$ cat src/rtl/stopwatch_pkg.sv
// Shared types and constants for the stopwatch control core.
package stopwatch_pkg;

   typedef enum logic [1:0] {
      IDLE  = 2'd0,
      RUN   = 2'd1,
      LAP   = 2'd2,
      PAUSE = 2'd3
   } sw_state_t;

   typedef logic [3:0] bcd_t;

   typedef struct packed {
      bcd_t min_tens;
      bcd_t min_ones;
      bcd_t sec_tens;
      bcd_t sec_ones;
   } mmss_t;

   localparam bcd_t SEC_TENS_MAX = 4'd5;
   localparam bcd_t BCD_DIGIT_MAX = 4'd9;

endpackage

$ cat src/rtl/bcd_mmss_counter.sv
// mm:ss BCD counter with a single-cycle carry cascade and wrap at MINUTES_MAX:59.
module bcd_mmss_counter
   import stopwatch_pkg::*;
#(
   parameter int MINUTES_MAX = 59
) (
   input  logic  clk,
   input  logic  reset,
   input  logic  clr,
   input  logic  inc,
   output mmss_t value,
   output logic  wrap
);

   localparam bcd_t MAX_TENS = bcd_t'(MINUTES_MAX / 10);
   localparam bcd_t MAX_ONES = bcd_t'(MINUTES_MAX % 10);

   mmss_t value_reg;
   mmss_t value_next;
   logic  at_max_minutes;

   assign at_max_minutes = (value_reg.min_tens == MAX_TENS) &&
                           (value_reg.min_ones == MAX_ONES);

   // Next count: ripple the carry through all four digits in one cycle.
   always_comb begin
      value_next = value_reg;
      wrap       = 1'b0;
      if (inc) begin
         if (value_reg.sec_ones != BCD_DIGIT_MAX) begin
            value_next.sec_ones = value_reg.sec_ones + 4'd1;
         end else begin
            value_next.sec_ones = '0;
            if (value_reg.sec_tens != SEC_TENS_MAX) begin
               value_next.sec_tens = value_reg.sec_tens + 4'd1;
            end else begin
               value_next.sec_tens = '0;
               if (at_max_minutes) begin
                  value_next.min_tens = '0;
                  value_next.min_ones = '0;
                  wrap                = 1'b1;
               end else if (value_reg.min_ones != BCD_DIGIT_MAX) begin
                  value_next.min_ones = value_reg.min_ones + 4'd1;
               end else begin
                  value_next.min_ones = '0;
                  value_next.min_tens = value_reg.min_tens + 4'd1;
               end
            end
         end
      end
   end

   // Count register; a clear request overrides any increment in the same cycle.
   always_ff @(posedge clk or posedge reset) begin
      if (reset) begin
         value_reg <= '0;
      end else if (clr) begin
         value_reg <= '0;
      end else begin
         value_reg <= value_next;
      end
   end

   assign value = value_reg;

endmodule

$ cat src/rtl/stopwatch_ctrl.sv
// Stopwatch control FSM: button edge detection, second counting, lap freeze.
module stopwatch_ctrl
   import stopwatch_pkg::*;
#(
   parameter int MINUTES_MAX = 59
) (
   input  logic        clk,
   input  logic        reset,
   input  logic        tick,
   input  logic        btn_start_stop,
   input  logic        btn_lap,
   input  logic        btn_clear,
   output logic        tb_run,
   output logic        tb_clear,
   output logic [15:0] disp_digits,
   output logic [15:0] live_digits,
   output logic [1:0]  state,
   output logic        rollover
);

   localparam int BTN_LAP = 0;
   localparam int BTN_SS  = 1;
   localparam int BTN_CLR = 2;

   logic [2:0] btn_level;
   logic [2:0] btn_prev_reg;
   logic [2:0] btn_armed_reg;
   logic [2:0] btn_evt_reg;

   logic       clr_evt;
   logic       ss_evt;
   logic       lap_evt;

   logic       tick_prev_reg;
   logic       sec_evt;
   logic       cnt_inc;

   sw_state_t  state_reg;
   sw_state_t  state_next;
   logic       cnt_clr;
   logic       lap_load;
   logic       roll_clr;

   mmss_t      live_value;
   mmss_t      lap_reg;
   logic       cnt_wrap;
   logic       rollover_reg;

   assign btn_level = {btn_clear, btn_start_stop, btn_lap};

   // A button is armed only after it has been seen released, so a level
   // held across reset release never produces an event.
   genvar gi;
   generate
      for (gi = 0; gi < 3; gi++) begin : g_btn
         // Registered rising-edge detector for one button.
         always_ff @(posedge clk or posedge reset) begin
            if (reset) begin
               btn_prev_reg[gi]  <= 1'b0;
               btn_armed_reg[gi] <= 1'b0;
               btn_evt_reg[gi]   <= 1'b0;
            end else begin
               btn_prev_reg[gi]  <= btn_level[gi];
               btn_armed_reg[gi] <= btn_armed_reg[gi] | ~btn_level[gi];
               btn_evt_reg[gi]   <= btn_level[gi] & ~btn_prev_reg[gi] & btn_armed_reg[gi];
            end
         end
      end
   endgenerate

   // Resolve simultaneous events: clear beats start/stop beats lap.
   always_comb begin
      clr_evt = btn_evt_reg[BTN_CLR];
      ss_evt  = btn_evt_reg[BTN_SS] & ~btn_evt_reg[BTN_CLR];
      lap_evt = btn_evt_reg[BTN_LAP] & ~btn_evt_reg[BTN_SS] & ~btn_evt_reg[BTN_CLR];
   end

   assign sec_evt = tick_prev_reg & ~tick;
   assign cnt_inc = sec_evt & ((state_reg == RUN) || (state_reg == LAP));

   // Next-state and control strobes from the registered state and events.
   always_comb begin
      state_next = state_reg;
      tb_clear   = 1'b0;
      cnt_clr    = 1'b0;
      lap_load   = 1'b0;
      roll_clr   = 1'b0;
      case (state_reg)
         IDLE: begin
            if (ss_evt) begin
               state_next = RUN;
               tb_clear   = 1'b1;
            end
         end
         RUN: begin
            if (ss_evt) begin
               state_next = PAUSE;
            end else if (lap_evt) begin
               state_next = LAP;
               lap_load   = 1'b1;
            end
         end
         LAP: begin
            if (ss_evt) begin
               state_next = PAUSE;
            end else if (lap_evt) begin
               state_next = RUN;
            end
         end
         PAUSE: begin
            if (clr_evt) begin
               state_next = IDLE;
               tb_clear   = 1'b1;
               cnt_clr    = 1'b1;
               roll_clr   = 1'b1;
            end else if (ss_evt) begin
               state_next = RUN;
            end
         end
         default: state_next = IDLE;
      endcase
   end

   // State register.
   always_ff @(posedge clk or posedge reset) begin
      if (reset) begin
         state_reg <= IDLE;
      end else begin
         state_reg <= state_next;
      end
   end

   // Tick history; forced low when the timebase is cleared so no stale edge is seen.
   always_ff @(posedge clk or posedge reset) begin
      if (reset) begin
         tick_prev_reg <= 1'b0;
      end else if (tb_clear) begin
         tick_prev_reg <= 1'b0;
      end else begin
         tick_prev_reg <= tick;
      end
   end

   // Lap latch captures the pre-increment live count.
   always_ff @(posedge clk or posedge reset) begin
      if (reset) begin
         lap_reg <= '0;
      end else if (lap_load) begin
         lap_reg <= live_value;
      end
   end

   // Sticky rollover flag, cleared only by a clear from PAUSE.
   always_ff @(posedge clk or posedge reset) begin
      if (reset) begin
         rollover_reg <= 1'b0;
      end else if (roll_clr) begin
         rollover_reg <= 1'b0;
      end else if (cnt_wrap) begin
         rollover_reg <= 1'b1;
      end
   end

   bcd_mmss_counter #(
      .MINUTES_MAX (MINUTES_MAX)
   ) u_counter (
      .clk   (clk),
      .reset (reset),
      .clr   (cnt_clr),
      .inc   (cnt_inc),
      .value (live_value),
      .wrap  (cnt_wrap)
   );

   assign tb_run      = (state_reg == RUN) || (state_reg == LAP);
   assign live_digits = live_value;
   assign disp_digits = (state_reg == LAP) ? lap_reg : live_value;
   assign state       = state_reg;
   assign rollover    = rollover_reg;

endmodule
$ cat config.mk
export PLATFORM = sky130hd
export DESIGN_NAME = stopwatch_ctrl
export DESIGN_NICKNAME = d
export VERILOG_FILES = /design/src/rtl/stopwatch_pkg.sv /design/src/rtl/bcd_mmss_counter.sv /design/src/rtl/stopwatch_ctrl.sv
export SDC_FILE = /design/constraint.sdc
export NUM_CORES = 1
export LEC_CHECK = 0
export ABC_AREA = 0
export CORE_AREA = 2 2 89 57
export DETAILED_ROUTE_END_ITERATION = 16
export DIE_AREA = 0 0 91 59
export GPL_TIMING_DRIVEN = 0
export PLACE_DENSITY = 0.87
export SYNTH_ARGS = -nofsm -noshare
export SYNTH_HDL_FRONTEND = slang
export SYNTH_SLANG_ARGS = --single-unit
export TNS_END_PERCENT = 100
$ cat constraint.sdc
create_clock -name clk -period 2.74 [get_ports clk]
set_input_delay 0.822 -clock clk [delete_from_list [all_inputs] [get_ports clk]]
set_output_delay 0.822 -clock clk [all_outputs]
set_load 0.02 [all_outputs]
# == Word level (Yosys, flattened, before mapping) ==
# Cells that the tools add are included.
# classes
addsub,4
mul,0
div,0
n_lt_le_gt_ge,0
n_eq_ne,13
shift,0
muxes,31
bitwise,23
reduce_logical,9
# ops
operator,n
16-bit 2-to-1 mux,3
"4-bit by 1-bit adder with 4-bit output, second input constant",4
4-bit 2-to-1 mux,4
8-bit 2-to-1 mux,2
1-bit 2-to-1 mux,13
12-bit 2-to-1 mux,1
2-bit 2-to-1 mux,6
1-bit AND,11
1-bit inverter,9
"4-bit inequality test, second input constant",2
2-bit one-hot mux with 4 select lines,1
"3-bit inequality test, second input constant",2
"2-bit equality test, second input constant",2
"4-bit by 3-bit equality test with 1-bit output, second input constant",1
"4-bit equality test, second input constant",1
"2-bit inequality test, second input constant",2
"4-bit by 3-bit inequality test with 1-bit output, second input constant",1
2-bit AND reduction,2
4-bit AND reduction,1
2-bit nonzero test,2
"3-bit by 2-bit inequality test with 1-bit output, second input constant",1
1-bit bitwise OR,3
3-bit AND reduction,1
"2-bit by 1-bit equality test with 1-bit output, second input constant",1
other kinds (4),4
# totals
reg_bits,45
latch_bits,0
mem_bits_rw,0
mem_bits_ro,0
in_bits,6
output_inout_bits,37
word_cells,100
mem_count,0

# == Longest topological paths before layout ==
# depth
word_depth,8
depth_mapped,7
depth_no_buf,6

# == By module ==
# From an unflattened synthesis, not the netlist that was laid out.
# unflattened
cells_unflattened,210
area_unflattened_um2,2391.0
# by_module_without_submodules
module,n_inst,cells_per_inst,area_per_inst_um2,seq_area_each_um2
stopwatch_ctrl,1,104,1371.3,725.7
bcd_mmss_counter,1,106,1019.7,400.4

# == Worst setup path after synthesis ==
# Ideal clock, no wire load.
# synth_path
path_kind,register to output
from,register state_reg[0] (netlist: state[0])
to,output disp_digits[0]
arrival_ns,1.579
t_required_ns,1.918
path_slack_ns,0.339
path_stages_with_launch,5
path_buffers,1
path_cell_list,dfrtp_1 > inv_1 > ha_1 > buf_1 > mux2_2
# synth_between
elab_chain_len,2
# synth_rtl
item,line_no,source
"start, declared",stopwatch_ctrl.sv:38,sw_state_t state_reg;
"start signal, assigned",stopwatch_ctrl.sv:129,state_reg <= state_next;
2-bit equality test,stopwatch_ctrl.sv:177,assign disp_digits = (state_reg == LAP) ? lap_reg : live_value;
16-bit 2-to-1 mux,stopwatch_ctrl.sv:177,
"end, declared",stopwatch_ctrl.sv:15,"output logic [15:0] disp_digits,"
# No other way between the ends.

# == Final worst setup path ==
# layout_path
from,register state_reg[0] (netlist: state[0])
to,output disp_digits[7]
# Same word-level chain as after synthesis.

==> qor.yml <==
routed_wl_mm: 4.995
clock_sinks: 45
cp-start-kind: "flop"
hold_viol_final: 0
leakage_nw: 1.392
synth_enable_flop_cells: 0
grt_usage_pct: 20.02
grt_pass1_wl_mm: 8.142
dp_hpwl_mm: 3.402
clk_latency_ns: 0.31
cp_slowest_cell: "dfrtp_1"
worstSetupEndpointType: "output pin"
fin_nets: 279
synth_cell_types: 40
antenna_cells: 0
firstDrtPassIters: 4
core_area_sq_um: 4469
min_path_type: "reg -> reg"
tightest_slew_ns: 0.7146
cts_tree: "done"
grt_max_degree: 45
post-route-util_pct: 66.66
dpl_cell_area_sq_um: 2814
ir_drop_mv: 0.4531
cap_violations: 0
max_slew_margin_pct: 52.10
num_io_pins: 43
drive_above_1_share_pct: 22.99
ant_nets: 0
clock_path_buffers: 2
stdcell_area_sq_um: 2979
async_flop_share_pct: 100.0
rows: 19
synth-main-ff-cell: "dfrtp_1"
grt-ovfl-total: 0
fp.dieH_um: 59
cts_max_level: 2
drv_slew: 0
syn_inst: 208
viasPerCell: 5.398
drc_errors: 0
cp_slowest_stage_delay_ns: 0.42
antenna_found_initial: 0
p_total_mw: 2.151
status: "finished clean"
period_minus_slack_ns: 2.681
crit_chain: "inv_2 -> ha_4 -> buf_8 -> mux2_2 -> dlygate4sd2_1"
final_common_cell: "dfrtp_1"
portBuffers: 42
layout_common_cells: "dfrtp_1 (44), mux2_2 (28), clkdlybuf4s50_1 (25), a21oi_1 (17), nand2_1 (15)"
synth_area_sq_um: 2295
fmax_mhz: 372.9
synth_area_per_cell_sq_um: 11.03
clk_transition_reported_paths_ns: 0.09
grt_pass1_vias: 1581
yosys_warnings: 0
syn_nets: 227
path_max_fanout: 10
routedWlPerCell_um: 15.42
met3_usage_pct: 5.725
p_per_area_nw_per_um2: 722.0
critPathRequiredTime_ns: 1.92
worst_clock_skew_ns: 0.008079
period_share_pct: 97.86
area_growth_pct: 29.83
use_met1_pct: 27.97
met2_usage_pct: 30.16
postSynthRegisterBits: 45
hold_buffers: 0
cp.arrival_ns: 1.86
die-area_sq_um: 5369
fp.dieW_um: 91
vias: 1749
gp_congestion: 0.7821
critical_path_class: "reg -> out"
finalSetupTns_ns: 0
initial_utilization_pct: 51.34
cts_root_buffer: "clkbuf_8"
top_usage_layer: "met2"
drt_iter0_markers: 86
setup_viol: 0
fin_hold_ws_ns: 0.3957
yosysSeqAreaShare_pct: 49.07
numCtsBuffers: 5
-- per-layer routing --
layer  routed length, um  up-vias
li1                    -      841
met1                2463      862
met2                2237       38
met3                 242        8
met4                  51        0
met5                   0        -
-- worst max-delay path: cells and delay by family, from the launching register on --
family	cells	cell delay [ns]
buffers and inverters	3	0.61
DFF	1	0.42
muxes	1	0.34
adders and majority gates	1	0.18
-- what timing repair did --
action	CTS	global route
setup buffers	1	1
gates resized for setup	27	8
endpoints found under the setup margin	17	13
-- Yosys cell counts, types with 4 or more instances --
library cell	count	area share [%]
or3_1	4	1.1
a21oi_1	17	3.7
nor2_1	13	2.1
mux2_2	28	14
inv_1	11	1.8
o21ai_0	11	2.4
nor3_1	4	0.87
dfrtp_1	45	49
ha_1	13	7.1
nand3_1	4	0.87
nand2_1	15	2.5
-- metrics by stage --
step | instances | setup slack [ns]
2_1_floorplan | 208 | 0.3388
3_3_place_gp | 313 | -0.3799
3_5_place_dp | 314 | -0.4289
4_1_cts | 323 | 0.01256
5_1_grt | 324 | -0.004878
6_report | 324 | 0.05867
-- final timing paths --
check / to / slack [ns] / from / cells after the start
worst max-delay path: disp_digits[7] / 0.06 / state[0]$_DFFE_PP0P_ / 5
worst min-delay path: btn_evt_reg[0]$_DFF_PP0_ / 0.40 / btn_prev_reg[0]$_DFF_PP0_ / 1
worst max register to register: lap_reg[15]$_DFFE_PP0P_ / 0.45 / state[0]$_DFFE_PP0P_ / 7
worst min register to register: btn_evt_reg[0]$_DFF_PP0_ / 0.40 / btn_prev_reg[0]$_DFF_PP0_ / 1
max in group asynchronous: state[1]$_DFFE_PP0P_ / 1.65 / reset / 3
min in group asynchronous: lap_reg[0]$_DFFE_PP0P_ / 0.67 / reset / 2
-- logic make-up after synthesis --
| group | after synthesis | synth area share (%) |
|---|---|---|
| compound gates | 35 | 8.616 |
| fa+ha+maj | 13 | 7.089 |
| buf+inv | 19 | 4.144 |
| flops | 45 | 49.07 |
| mux | 29 | 14.18 |
| simple gates | 67 | 16.90 |
-- report_power, final --
part | switching, mW | leakage (nW) | internal [mW] | total, mW
Clock | 0.241 | 0.0681 | 0.362 | 0.603
Sequential | 0.0823 | 0.591 | 0.730 | 0.813
Combinational | 0.395 | 0.733 | 0.340 | 0.735
Total | 0.719 | 1.39 | 1.43 | 2.15
-- final cells by class --
| cell class | count | area (sq um) |
|---|---|---|
| Clock buffer | 5 | 68.82 |
| Tap cell | 63 | 78.83 |
| Multi-Input combinational cell | 144 | 1086 |
| Sequential cell | 45 | 1127 |
| Inverter | 11 | 41.29 |
| Timing Repair Buffer | 45 | 436.7 |
| Buffer | 8 | 75.07 |
| Fill cell | 368 | 1490 |
| Clock inverter | 3 | 65.06 |
No activity file was read; power rests on OpenSTA's default activity.
